===== src/rtl/bridge_arb_pkg.sv =====
// -----------------------------------------------------------------------------
// bridge_arb_pkg
// Shared helpers for the bridge request arbiter:
//   idx_width() - bits needed to index n entries (at least 1)
//   cnt_width() - bits needed to count 0..depth inclusive
//   rr_next()   - round-robin search: first set request at or after ptr,
//                 wrapping modulo n (n need not be a power of two)
// -----------------------------------------------------------------------------
package bridge_arb_pkg;

   // Upper bound on requesters handled by rr_next().
   localparam int unsigned MAX_MASTER   = 32;
   localparam int unsigned MAX_MASTER_W = 5;

   function automatic int unsigned idx_width(input int unsigned n);
      return (n > 1) ? $clog2(n) : 1;
   endfunction

   function automatic int unsigned cnt_width(input int unsigned depth);
      return $clog2(depth + 1);
   endfunction

   // Returns the winning index; returns 0 when nothing requests, which the
   // caller masks with its own any-request term.
   function automatic int unsigned rr_next(input logic [MAX_MASTER-1:0] req,
                                           input int unsigned           ptr,
                                           input int unsigned           n);
      int unsigned idx;
      logic        found;
      rr_next = 0;
      found   = 1'b0;
      for (int unsigned k = 0; k < MAX_MASTER; k++) begin
         if ((k < n) && !found) begin
            idx = ptr + k;
            if (idx >= n) idx = idx - n;
            if (req[idx[MAX_MASTER_W-1:0]]) begin
               rr_next = idx;
               found   = 1'b1;
            end
         end
      end
   endfunction

endpackage


===== src/rtl/bridge_id_fifo.sv =====
// -----------------------------------------------------------------------------
// bridge_id_fifo
// Small FIFO of requester IDs with fall-through read of the head entry.
// Pointers wrap at DEPTH (any value >= 1, not only powers of two).
//   clk, rst_n - clock, asynchronous active-low reset
//   push_i     - write data_i (ignored when full)
//   data_i     - ID to store
//   pop_i      - drop the head entry (ignored when empty)
//   data_o     - current head entry, valid while !empty_o
//   full_o     - DEPTH entries held
//   empty_o    - no entries held
// -----------------------------------------------------------------------------
module bridge_id_fifo
   import bridge_arb_pkg::*;
#(
   parameter int unsigned DEPTH = 4,
   parameter int unsigned WIDTH = 2
) (
   input  logic             clk,
   input  logic             rst_n,
   input  logic             push_i,
   input  logic [WIDTH-1:0] data_i,
   input  logic             pop_i,
   output logic [WIDTH-1:0] data_o,
   output logic             full_o,
   output logic             empty_o
);

   localparam int unsigned PTR_W = idx_width(DEPTH);
   localparam int unsigned CNT_W = cnt_width(DEPTH);

   logic [WIDTH-1:0] mem_q [DEPTH];
   logic [PTR_W-1:0] wr_ptr_q, wr_ptr_d;
   logic [PTR_W-1:0] rd_ptr_q, rd_ptr_d;
   logic [CNT_W-1:0] cnt_q, cnt_d;
   logic             push_ok, pop_ok;

   // NOTE: every variable gets a default at the top of the block so no path
   // leaves it unassigned, which would otherwise infer a latch.
   always_comb begin
      full_o   = (cnt_q == CNT_W'(DEPTH));
      empty_o  = (cnt_q == '0);
      push_ok  = push_i & ~full_o;
      pop_ok   = pop_i & ~empty_o;
      wr_ptr_d = wr_ptr_q;
      rd_ptr_d = rd_ptr_q;
      cnt_d    = cnt_q;
      if (push_ok) begin
         wr_ptr_d = (wr_ptr_q == PTR_W'(DEPTH - 1)) ? '0 : wr_ptr_q + 1'b1;
      end
      if (pop_ok) begin
         rd_ptr_d = (rd_ptr_q == PTR_W'(DEPTH - 1)) ? '0 : rd_ptr_q + 1'b1;
      end
      // Simultaneous push and pop leaves the occupancy unchanged.
      if (push_ok && !pop_ok) begin
         cnt_d = cnt_q + 1'b1;
      end else if (pop_ok && !push_ok) begin
         cnt_d = cnt_q - 1'b1;
      end
   end

   // NOTE: state uses non-blocking assignments so every flop samples the
   // pre-edge values regardless of statement order.
   always_ff @(posedge clk or negedge rst_n) begin
      if (!rst_n) begin
         wr_ptr_q <= '0;
         rd_ptr_q <= '0;
         cnt_q    <= '0;
      end else begin
         wr_ptr_q <= wr_ptr_d;
         rd_ptr_q <= rd_ptr_d;
         cnt_q    <= cnt_d;
      end
   end

   // NOTE: the storage array has no reset; the counter alone decides which
   // entries are meaningful, so clearing the data would only add reset fanout.
   always_ff @(posedge clk) begin
      if (push_ok) begin
         mem_q[wr_ptr_q] <= data_i;
      end
   end

   assign data_o = mem_q[rd_ptr_q];

endmodule


===== src/rtl/bridge_req_arbiter.sv =====
// -----------------------------------------------------------------------------
// bridge_req_arbiter
// Round-robin arbiter sharing one bridge master port among N_MASTER
// requesters, with in-order response routing through an ID FIFO.
//   data_*_i (per requester)   - request inputs: req, addr, wen, wdata, be, aux
//   data_gnt_o                 - one-hot grant back to the winner
//   data_r_valid_o             - one-hot response valid to the issuing requester
//   data_r_rdata/opc/aux_o     - response payload, broadcast
//   data_req_o, data_*_o       - winner's request toward the shared port
//   data_gnt_i                 - grant from the shared port
//   data_r_valid_i, data_r_*_i - in-order response from the shared port
//   err_o                      - sticky: a response arrived with nothing
//                                outstanding
// -----------------------------------------------------------------------------
module bridge_req_arbiter
   import bridge_arb_pkg::*;
#(
   parameter int unsigned N_MASTER        = 4,
   parameter int unsigned ADDR_WIDTH      = 32,
   parameter int unsigned DATA_WIDTH      = 32,
   parameter int unsigned BE_WIDTH        = DATA_WIDTH / 8,
   parameter int unsigned AUX_WIDTH       = 8,
   parameter int unsigned MAX_OUTSTANDING = 4
) (
   input  logic                                 clk,
   input  logic                                 rst_n,
   // requester side
   input  logic [N_MASTER-1:0]                  data_req_i,
   input  logic [N_MASTER-1:0][ADDR_WIDTH-1:0]  data_add_i,
   input  logic [N_MASTER-1:0]                  data_wen_i,
   input  logic [N_MASTER-1:0][DATA_WIDTH-1:0]  data_wdata_i,
   input  logic [N_MASTER-1:0][BE_WIDTH-1:0]    data_be_i,
   input  logic [N_MASTER-1:0][AUX_WIDTH-1:0]   data_aux_i,
   output logic [N_MASTER-1:0]                  data_gnt_o,
   output logic [N_MASTER-1:0]                  data_r_valid_o,
   output logic [DATA_WIDTH-1:0]                data_r_rdata_o,
   output logic                                 data_r_opc_o,
   output logic [AUX_WIDTH-1:0]                 data_r_aux_o,
   // shared port side
   output logic                                 data_req_o,
   output logic [ADDR_WIDTH-1:0]                data_add_o,
   output logic                                 data_wen_o,
   output logic [DATA_WIDTH-1:0]                data_wdata_o,
   output logic [BE_WIDTH-1:0]                  data_be_o,
   output logic [AUX_WIDTH-1:0]                 data_aux_o,
   input  logic                                 data_gnt_i,
   input  logic                                 data_r_valid_i,
   input  logic [DATA_WIDTH-1:0]                data_r_rdata_i,
   input  logic                                 data_r_opc_i,
   input  logic [AUX_WIDTH-1:0]                 data_r_aux_i,
   output logic                                 err_o
);

   localparam int unsigned IDX_W = idx_width(N_MASTER);

   logic [IDX_W-1:0] rr_q, rr_d;
   logic [IDX_W-1:0] winner;
   logic [IDX_W-1:0] head;
   logic             fifo_full, fifo_empty;
   logic             handshake, resp_ok;
   logic             err_q, err_d;

   always_comb begin
      winner = IDX_W'(rr_next(MAX_MASTER'(data_req_i), 32'(rr_q), N_MASTER));
   end

   always_comb begin
      // Blocking on full uses only the registered occupancy, so a pop in the
      // same cycle never opens the request path (no r_valid -> req path).
      data_req_o   = (|data_req_i) & ~fifo_full;
      handshake    = data_req_o & data_gnt_i;

      data_add_o   = '0;
      data_wen_o   = 1'b0;
      data_wdata_o = '0;
      data_be_o    = '0;
      data_aux_o   = '0;
      if (data_req_o) begin
         data_add_o   = data_add_i[winner];
         data_wen_o   = data_wen_i[winner];
         data_wdata_o = data_wdata_i[winner];
         data_be_o    = data_be_i[winner];
         data_aux_o   = data_aux_i[winner];
      end

      data_gnt_o = '0;
      if (handshake) begin
         data_gnt_o[winner] = 1'b1;
      end

      // Explicit wrap so non-power-of-two N_MASTER never reaches an unused code.
      rr_d = rr_q;
      if (handshake) begin
         rr_d = (winner == IDX_W'(N_MASTER - 1)) ? '0 : winner + 1'b1;
      end

      resp_ok        = data_r_valid_i & ~fifo_empty;
      data_r_valid_o = '0;
      if (resp_ok) begin
         data_r_valid_o[head] = 1'b1;
      end

      err_d = err_q | (data_r_valid_i & fifo_empty);
   end

   assign data_r_rdata_o = data_r_rdata_i;
   assign data_r_opc_o   = data_r_opc_i;
   assign data_r_aux_o   = data_r_aux_i;
   assign err_o          = err_q;

   always_ff @(posedge clk or negedge rst_n) begin
      if (!rst_n) begin
         rr_q  <= '0;
         err_q <= 1'b0;
      end else begin
         rr_q  <= rr_d;
         err_q <= err_d;
      end
   end

   bridge_id_fifo #(
      .DEPTH (MAX_OUTSTANDING),
      .WIDTH (IDX_W)
   ) u_id_fifo (
      .clk     (clk),
      .rst_n   (rst_n),
      .push_i  (handshake),
      .data_i  (winner),
      .pop_i   (resp_ok),
      .data_o  (head),
      .full_o  (fifo_full),
      .empty_o (fifo_empty)
   );

endmodule


===== config.mk =====
export PLATFORM = sky130hd
export DESIGN_NAME = bridge_req_arbiter
export DESIGN_NICKNAME = d
export VERILOG_FILES = /design/src/rtl/bridge_arb_pkg.sv /design/src/rtl/bridge_id_fifo.sv /design/src/rtl/bridge_req_arbiter.sv
export SDC_FILE = /design/constraint.sdc
export NUM_CORES = 1
export LEC_CHECK = 0
export ABC_AREA = 1
export BUFFER_PORTS_ARGS = -buffer_cell sky130_fd_sc_hd__buf_2
export CAP_MARGIN = 20
export CORE_AREA = 2 2 191 193
export DETAILED_ROUTE_END_ITERATION = 10
export DIE_AREA = 0 0 193 195
export REMOVE_ABC_BUFFERS = 1
export SYNTH_ARGS = -nofsm -noshare
export SYNTH_HDL_FRONTEND = slang
export SYNTH_SLANG_ARGS = --single-unit
export TNS_END_PERCENT = 100

===== constraint.sdc =====
create_clock -name clk -period 3.88 [get_ports clk]
set_clock_uncertainty 0.2 [all_clocks]
set_input_delay 0.194 -clock clk [delete_from_list [all_inputs] [get_ports clk]]
set_output_delay 0.194 -clock clk [all_outputs]
set_load 0.005 [all_outputs]

## Word-level counts from Yosys, hierarchy flattened

Memory sizes are Yosys's and may differ from the RTL's.
Index checks and enable logic that the tools add are counted.

| cells by class | value |
|---|---|
| add/subtract/negate cells | 12 |
| order comparisons | 12 |
| eq/ne operators | 4 |
| mux-type cells | 55 |
| bitwise gates (word level) | 9 |
| reductions and logical operators | 9 |

Operators by type and width:

| operator | count |
|---|---|
| $bmux W32 S2 | 2 |
| $mux W32 | 4 |
| $mux W5 | 7 |
| $lt A5 B6 Y1 const B | 4 |
| $bmux W1 S5 | 4 |
| $mux W2 | 10 |
| $bmux W8 S2 | 1 |
| $mux W4 | 4 |
| $mux W8 | 2 |
| $mux W1 | 15 |
| $sub A3 B3 Y4 const B | 3 |
| $ge A3 B3 Y1 const B | 3 |
| $bmux W4 S2 | 1 |
| $add A2 B1 Y2 const B | 3 |
| $add A2 B2 Y3 const B | 2 |
| $and A1 B1 Y1 | 6 |
| $eq A2 B2 Y1 const B | 3 |
| $lt A2 B3 Y1 const B | 2 |
| $mux W3 | 2 |
| $demux W1 S2 | 2 |
| $ge A2 B1 Y1 const B | 2 |
| $logic_and A1 B1 Y1 | 4 |
| $reduce_or A4 Y1 | 1 |
| $sub A2 B3 Y4 const B | 1 |
| 11 further kinds | 13 |

| storage, ports and cells | value |
|---|---|
| register bits after elaboration | 10 |
| bits in writable memories | 8 |
| input port bits | 357 |
| output and inout bits | 128 |
| logic and storage cells | 107 |
| memories kept | 1 |

Memories:

| memory | depth | bits a word | read ports | clocked after Yosys merged registers in | write ports | line | text |
|---|---|---|---|---|---|---|---|
| u_id_fifo.mem_q | 4 | 2 | 1 | 0 | 1 | bridge_id_fifo.sv:32 | `logic [WIDTH-1:0] mem_q [DEPTH];` |

## Logic depth before layout (Yosys ltp)

| logic depth | value |
|---|---|
| word-level depth | 25 |
| gate-level depth with buffers | 17 |
| mapped depth without buffers | 14 |

## Hierarchy

A second synthesis with hierarchy kept.

| second synthesis, totals | value |
|---|---|
| cells, all modules | 1051 |
| area, all modules | 5097.4 um^2 |

Modules (own cells, without submodules):

| module | times used | cells each | area an instance (um^2) | seq. area each (um^2) |
|---|---|---|---|---|
| bridge_req_arbiter | 1 | 967 | 4300.4 | 75.1 |
| bridge_id_fifo | 1 | 84 | 797.0 | 415.4 |

## Least setup slack after synthesis

OpenSTA, ideal clock, no wires.

| timing | value |
|---|---|
| path type | register -> output |
| start point | register rr_q[0] |
| end point | output data_gnt_o[0] |
| arrival | 2246 ps |
| data required time | 3486 ps |
| path slack | 1240 ps |
| cell stages (with the launch flop) | 18 |
| path buffers | 3 |
| cells stage by stage | dfrtp_1 -> buf_6 -> inv_4 -> ha_1 -> inv_1 -> nand3_1 -> nand3_2 -> nand2_1 -> nand2_1 -> nor2_2 -> nand2_2 -> nand2_4 -> buf_8 -> buf_4 -> inv_1 -> ha_1 -> inv_1 -> nor2_1 |

| on the way | value |
|---|---|
| word-level cells in the longest chain between the ends | 17 |
| elaborated cells between the ends (all ways) | 44 |
| classes of those cells | add/sub: 7; order compare: 6; mux: 30; reduce/logical: 1 |

Ends and longest elaborated chain:

| element | line | text |
|---|---|---|
| start: declaration | bridge_req_arbiter.sv:56 | `logic [IDX_W-1:0] rr_q, rr_d;` |
| start signal: assignment | bridge_req_arbiter.sv:116 | `rr_q <= rr_d;` |
| $add A2 B1 Y3 | bridge_arb_pkg.sv:34 | `idx = ptr + k;` |
| $sub A3 B3 Y4 or $ge A3 B3 Y1 (tied branches) | bridge_arb_pkg.sv:35 | `if (idx >= n) idx = idx - n;` |
| $mux W5 | bridge_arb_pkg.sv:35 |  |
| $mux W5 | bridge_arb_pkg.sv:33 | `if ((k < n) && !found) begin` |
| $bmux W1 S5 | bridge_arb_pkg.sv:36 | `if (req[idx[MAX_MASTER_W-1:0]]) begin` |
| $mux W1 (implied by the code) | bridge_arb_pkg.sv:36 |  |
| $mux W2 | bridge_arb_pkg.sv:36 |  |
| $mux W2 | bridge_arb_pkg.sv:33 |  |
| [2 not listed] | - |  |
| $mux W2 | bridge_arb_pkg.sv:36 |  |
| $mux W2 * | bridge_arb_pkg.sv:33 |  |
| named net u_id_fifo.data_i[0] | bridge_id_fifo.sv:22 | `input logic [WIDTH-1:0] data_i,` |
| $lt A2 B3 Y1 (implied by the code) or $ge A2 B1 Y1 (tied branches) | bridge_req_arbiter.sv:88 | `data_gnt_o[winner] = 1'b1;` |
| $logic_and A1 B1 Y1 (implied by the code) | bridge_req_arbiter.sv:88 |  |
| $mux W1 (implied by the code) | bridge_req_arbiter.sv:88 |  |
| $demux W1 S2 * | bridge_req_arbiter.sv:88 |  |
| $mux W4 * | bridge_req_arbiter.sv:87 | `if (handshake) begin` |
| end: declaration | bridge_req_arbiter.sv:34 | `output logic [N_MASTER-1:0] data_gnt_o,` |

The timed path passes the listed nets; every way through them passes the cells marked *. The select of a mux whose other input is x is not followed.

## Worst setup path in the final report

| timing | value |
|---|---|
| start point | register rr_q[1] |
| end point | output data_aux_o[0] |

| on the way | value |
|---|---|
| word-level cells in the longest chain between the ends | 15 |
| elaborated cells between the ends (all ways) | 41 |
| classes of those cells | add/sub: 7; order compare: 4; mux: 30 |

Ends and longest elaborated chain:

| element | line | text |
|---|---|---|
| $add A2 B1 Y3 | bridge_arb_pkg.sv:34 |  |
| $sub A3 B3 Y4 or $ge A3 B3 Y1 (tied branches) | bridge_arb_pkg.sv:35 |  |
| $mux W5 | bridge_arb_pkg.sv:35 |  |
| $mux W5 | bridge_arb_pkg.sv:33 |  |
| $bmux W1 S5 | bridge_arb_pkg.sv:36 |  |
| $mux W1 (implied by the code) | bridge_arb_pkg.sv:36 |  |
| $mux W2 | bridge_arb_pkg.sv:36 |  |
| $mux W2 | bridge_arb_pkg.sv:33 |  |
| $mux W2 | bridge_arb_pkg.sv:36 |  |
| $mux W2 | bridge_arb_pkg.sv:33 |  |
| $mux W2 | bridge_arb_pkg.sv:36 |  |
| $mux W2 * | bridge_arb_pkg.sv:33 |  |
| $bmux W8 S2 * | bridge_req_arbiter.sv:83 | `data_aux_o = data_aux_i[winner];` |
| $mux W8 (implied by the code) * | bridge_req_arbiter.sv:83 |  |
| $mux W8 * | bridge_req_arbiter.sv:78 | `if (data_req_o) begin` |
| end: declaration | bridge_req_arbiter.sv:45 | `output logic [AUX_WIDTH-1:0] data_aux_o,` |

Mark *: on every way between the ends. The rest lies on a longest branch, timed or not. The select of a mux whose other input is x is not followed.

==> impl_results.md <==
* Type of destination of the critical path: output port
* Worst voltage drop across the vdd grid at 0.756 mV
* GR Util All Layers at 12.1%
* Leakage power total at 4.53 nW
* Highest achievable clock rate at 0.283 GHz
* Sinks on the clock net at 18
* Slowest cell on the critical path: dfrtp_1
* Die Area at 0.0376 mm²
* Final number of hold-violating endpoints at 0
* Post-synth EDFFs at 8
* Slowest cell delay on critical path at 0.44 ns
* Top cell by count, worst path: nand2_1
* Detailed Route WL at 24.6 mm
* Sort of element at the start of the critical path: register
* Worst min path class: primary input to register
* Global placement routability congestion at 0.943
* Vias at 7345
* Count of warnings emitted by yosys at 0
* Outcome: complete, no violations
* Proportion of synthesized chip area in sequential cells at 9.70%
* Max-slew violations at 0
* Critical path arrival at 3.14 ns
* Post-route fraction of the period consumed by the critical path at 91.0%
* Proportion of netlist area held by the largest area contributor at 25.5%
* Port Buf Inserts at 402
* Initial core utilization at 14.3%
* Maximum number of pins on one net before global-route repair at 80
* Post-route total power at 0.00982 W
* Required time reported for the critical path endpoint at 3.49 ns
* Synth area leader: nand2_1
* Post-synth design cell area at 0.00505 mm²
* Drt pass-1 iters at 6
* Horizontal die dimension at 193 µm
* Setup_tns at 0 ns
* Most frequently used flop master after synthesis: dfrtp_1
* Aggregate global routing overflow at 0
* Half-perimeter wire length after detailed placement at 19.4 mm
* Net total in the final layout at 1722
* Share of post-route cells with drive strength above 1 at 32.3%
* Post-synth top cells: nand2_1 (343), nor2_1 (246), nand3_1 (169)
* Unrepaired setup endpoints after global routing: no
* Cell chain of the critical path: inv_1 > ha_2 > inv_1 > nand3_1 > nand3_2 > nand2_1 > nand2_1 > nand2_4 > nand2_8 > buf_12 > buf_12 > nand2_1 > nand2_1 > nor2_1 > nor2_1 > buf_2
* Antenna violations before repair at 1
* Max_slew headroom at 37.3%
* Number of max-cap violations at 0
* Number of diodes at 0
* DRC violations left at 0
* Remaining number of nets flagged by the antenna check after routing at 0
* Fin Hold WS at 0.0114 ns
* Most common cell in the synthesized netlist: nand2_1
* Slew of the pin with the lowest slew margin at 0.940 ns
* Reg clk slew, reported paths at 0.05 ns
* Startpoint-to-endpoint class of the critical path: register to output port
* Area contributors post-synth: nand2_1 (25%), nor2_1 (18%), nand3_1 (17%)
* Number of unique standard cell types used by synthesis at 31
* Iter 0 DRT Violations at 412
* Clock Path Buffers at 2
* Post-synthesis instance total at 1034
* Number of rows created at floorplan at 69
* Vias in the first global route at 6985
* Num ports at 485
* Per-cell routed wire length at 13.6 µm
* Asr flop ratio synth at 55.6%
* Maximum fanout encountered on the critical timing path at 36
* CTS H-tree depth at 1
* # setup viols final at 0
* Mean post-synth cell area at 4.89 µm²
* Area growth, synth to finish at 44.1%
* Worst slack at placement at 0.431 ns
* Master cell of the clock root buffer: clkbuf_16
* CTS tree: yes
* Vertical die dimension at 195 µm
* Flops & latches, synth at 18
* Placeable core region at 0.0354 mm²
* Final worst path period need at 3.53 ns
* First-pass GRT wire length at 35.9 mm
* TritonCTS Buffers at 3
* Post-layout worst setup margin at 0.349 ns
* Finished Cell Area at 0.00728 mm²
* Clock insertion delay at the later pin of the skew report at 0.25 ns
* Post-DR vias/cell at 4.06
* Areal power density over the cells at 1350 mW/mm²
* Post-detailed-placement cell area at 0.00718 mm²
where the power goes:
part           switching, W  total, W  leakage [nW]  internal (W)
Clock             0.0000698  0.000227        0.0442      0.000157
Combinational       0.00572   0.00921          4.30       0.00349
Sequential        0.0000652  0.000386         0.191      0.000320
sequential cells by signal (all words and copies together) (netlist names):
| name | count |
|---|---|
| rr_q | 2 |
| u_id_fifo.wr_ptr_q | 2 |
| u_id_fifo.rd_ptr_q | 2 |
| u_id_fifo.cnt_q | 3 |
| err_o | 1 |
| u_id_fifo.mem_q | 8 |
worst max-delay path: cells and delay by family (launching register included):
family | cells | cell delay, ns
AND/OR/NAND/NOR | 10 | 1.26
buffers and inverters | 5 | 0.74
flip-flops | 1 | 0.44
adder cells (fa/ha/maj) | 1 | 0.43
logic make-up after synthesis:
group,after synthesis,synth area share (%)
and+or+nand+nor,768,61.9
DFF,18,9.70
AOI/OAI and AO/OA,14,1.73
xor gates and xnor gates,2,0.347
buffers and inverters,216,22.3
muxes,1,0.223
adders and majority gates,15,3.86
metal layers:
layer / share of wire, % / wire length, µm / vias to the layer above / track usage, %
met5: 0.053 / 13 / - / 0.663
met4: 2.0 / 485 / 2 / 2.55
met3: 12 / 3050 / 36 / 5.18
met2: 46 / 11200 / 398 / 20.2
met1: 40 / 9840 / 3177 / 14.3
li1: - / - / 3732 / -
cells in the final DEF (no fill, tap or decap), types with 2 or more instances in the layout:
cell and n:
ha_1 13, nand2_1 343, buf_4 7, nor2_1 246, dfrtp_1 10, inv_1 104, edfxtp_1 8, nand4_1 3
o21ai_0 7, nand2_4 2, buf_2 402, a21oi_1 2, clkbuf_16 3, buf_12 8, inv_2 2, nand3_1 169
cell type report:
type | instances | area, µm²
Tap cell | 461 | 577
Sequential cell | 18 | 490
Inverter | 108 | 408
Multi-Input combinational cell | 800 | 3470
Timing Repair Buffer | 419 | 2250
Clock buffer | 4 | 88.8
Fill cell | 4134 | 28100
stage by stage:
step / cells / utilization (%)
6_report: 1810 / 20.6
5_1_grt: 1810 / 20.6
4_1_cts: 1810 / 20.6
3_5_place_dp: 1805 / 20.3
3_3_place_gp: 1805 / 20.3
2_1_floorplan: 926 / -
timing repair:
| action | 4_1_cts | 5_1_grt |
|---|---|---|
| hold buffers | 1 | 0 |
| hold endpoints to repair | 10 | 0 |
| resized for setup | 0 | 2 |
| buffers inserted | 0 | 0 |
| endpoints found under the setup margin | 0 | 52 |
worst paths after layout:
check	depth (start not counted)	slack, ns	to	startpoint
max in group asynchronous	2	3.14	u_id_fifo.cnt_q[2]	rst_n
worst min-delay path	2	0.01	err_o	data_r_valid_i
worst min register to register	1	0.27	err_o	err_o
worst max register to register	13	0.83	rr_q[1]	rr_q[1]
min in group asynchronous	2	0.14	u_id_fifo.rd_ptr_q[0]	rst_n
worst max-delay path	16	0.35	data_aux_o[0]	rr_q[1]
Note: power is estimated with default switching activity, not from simulation.
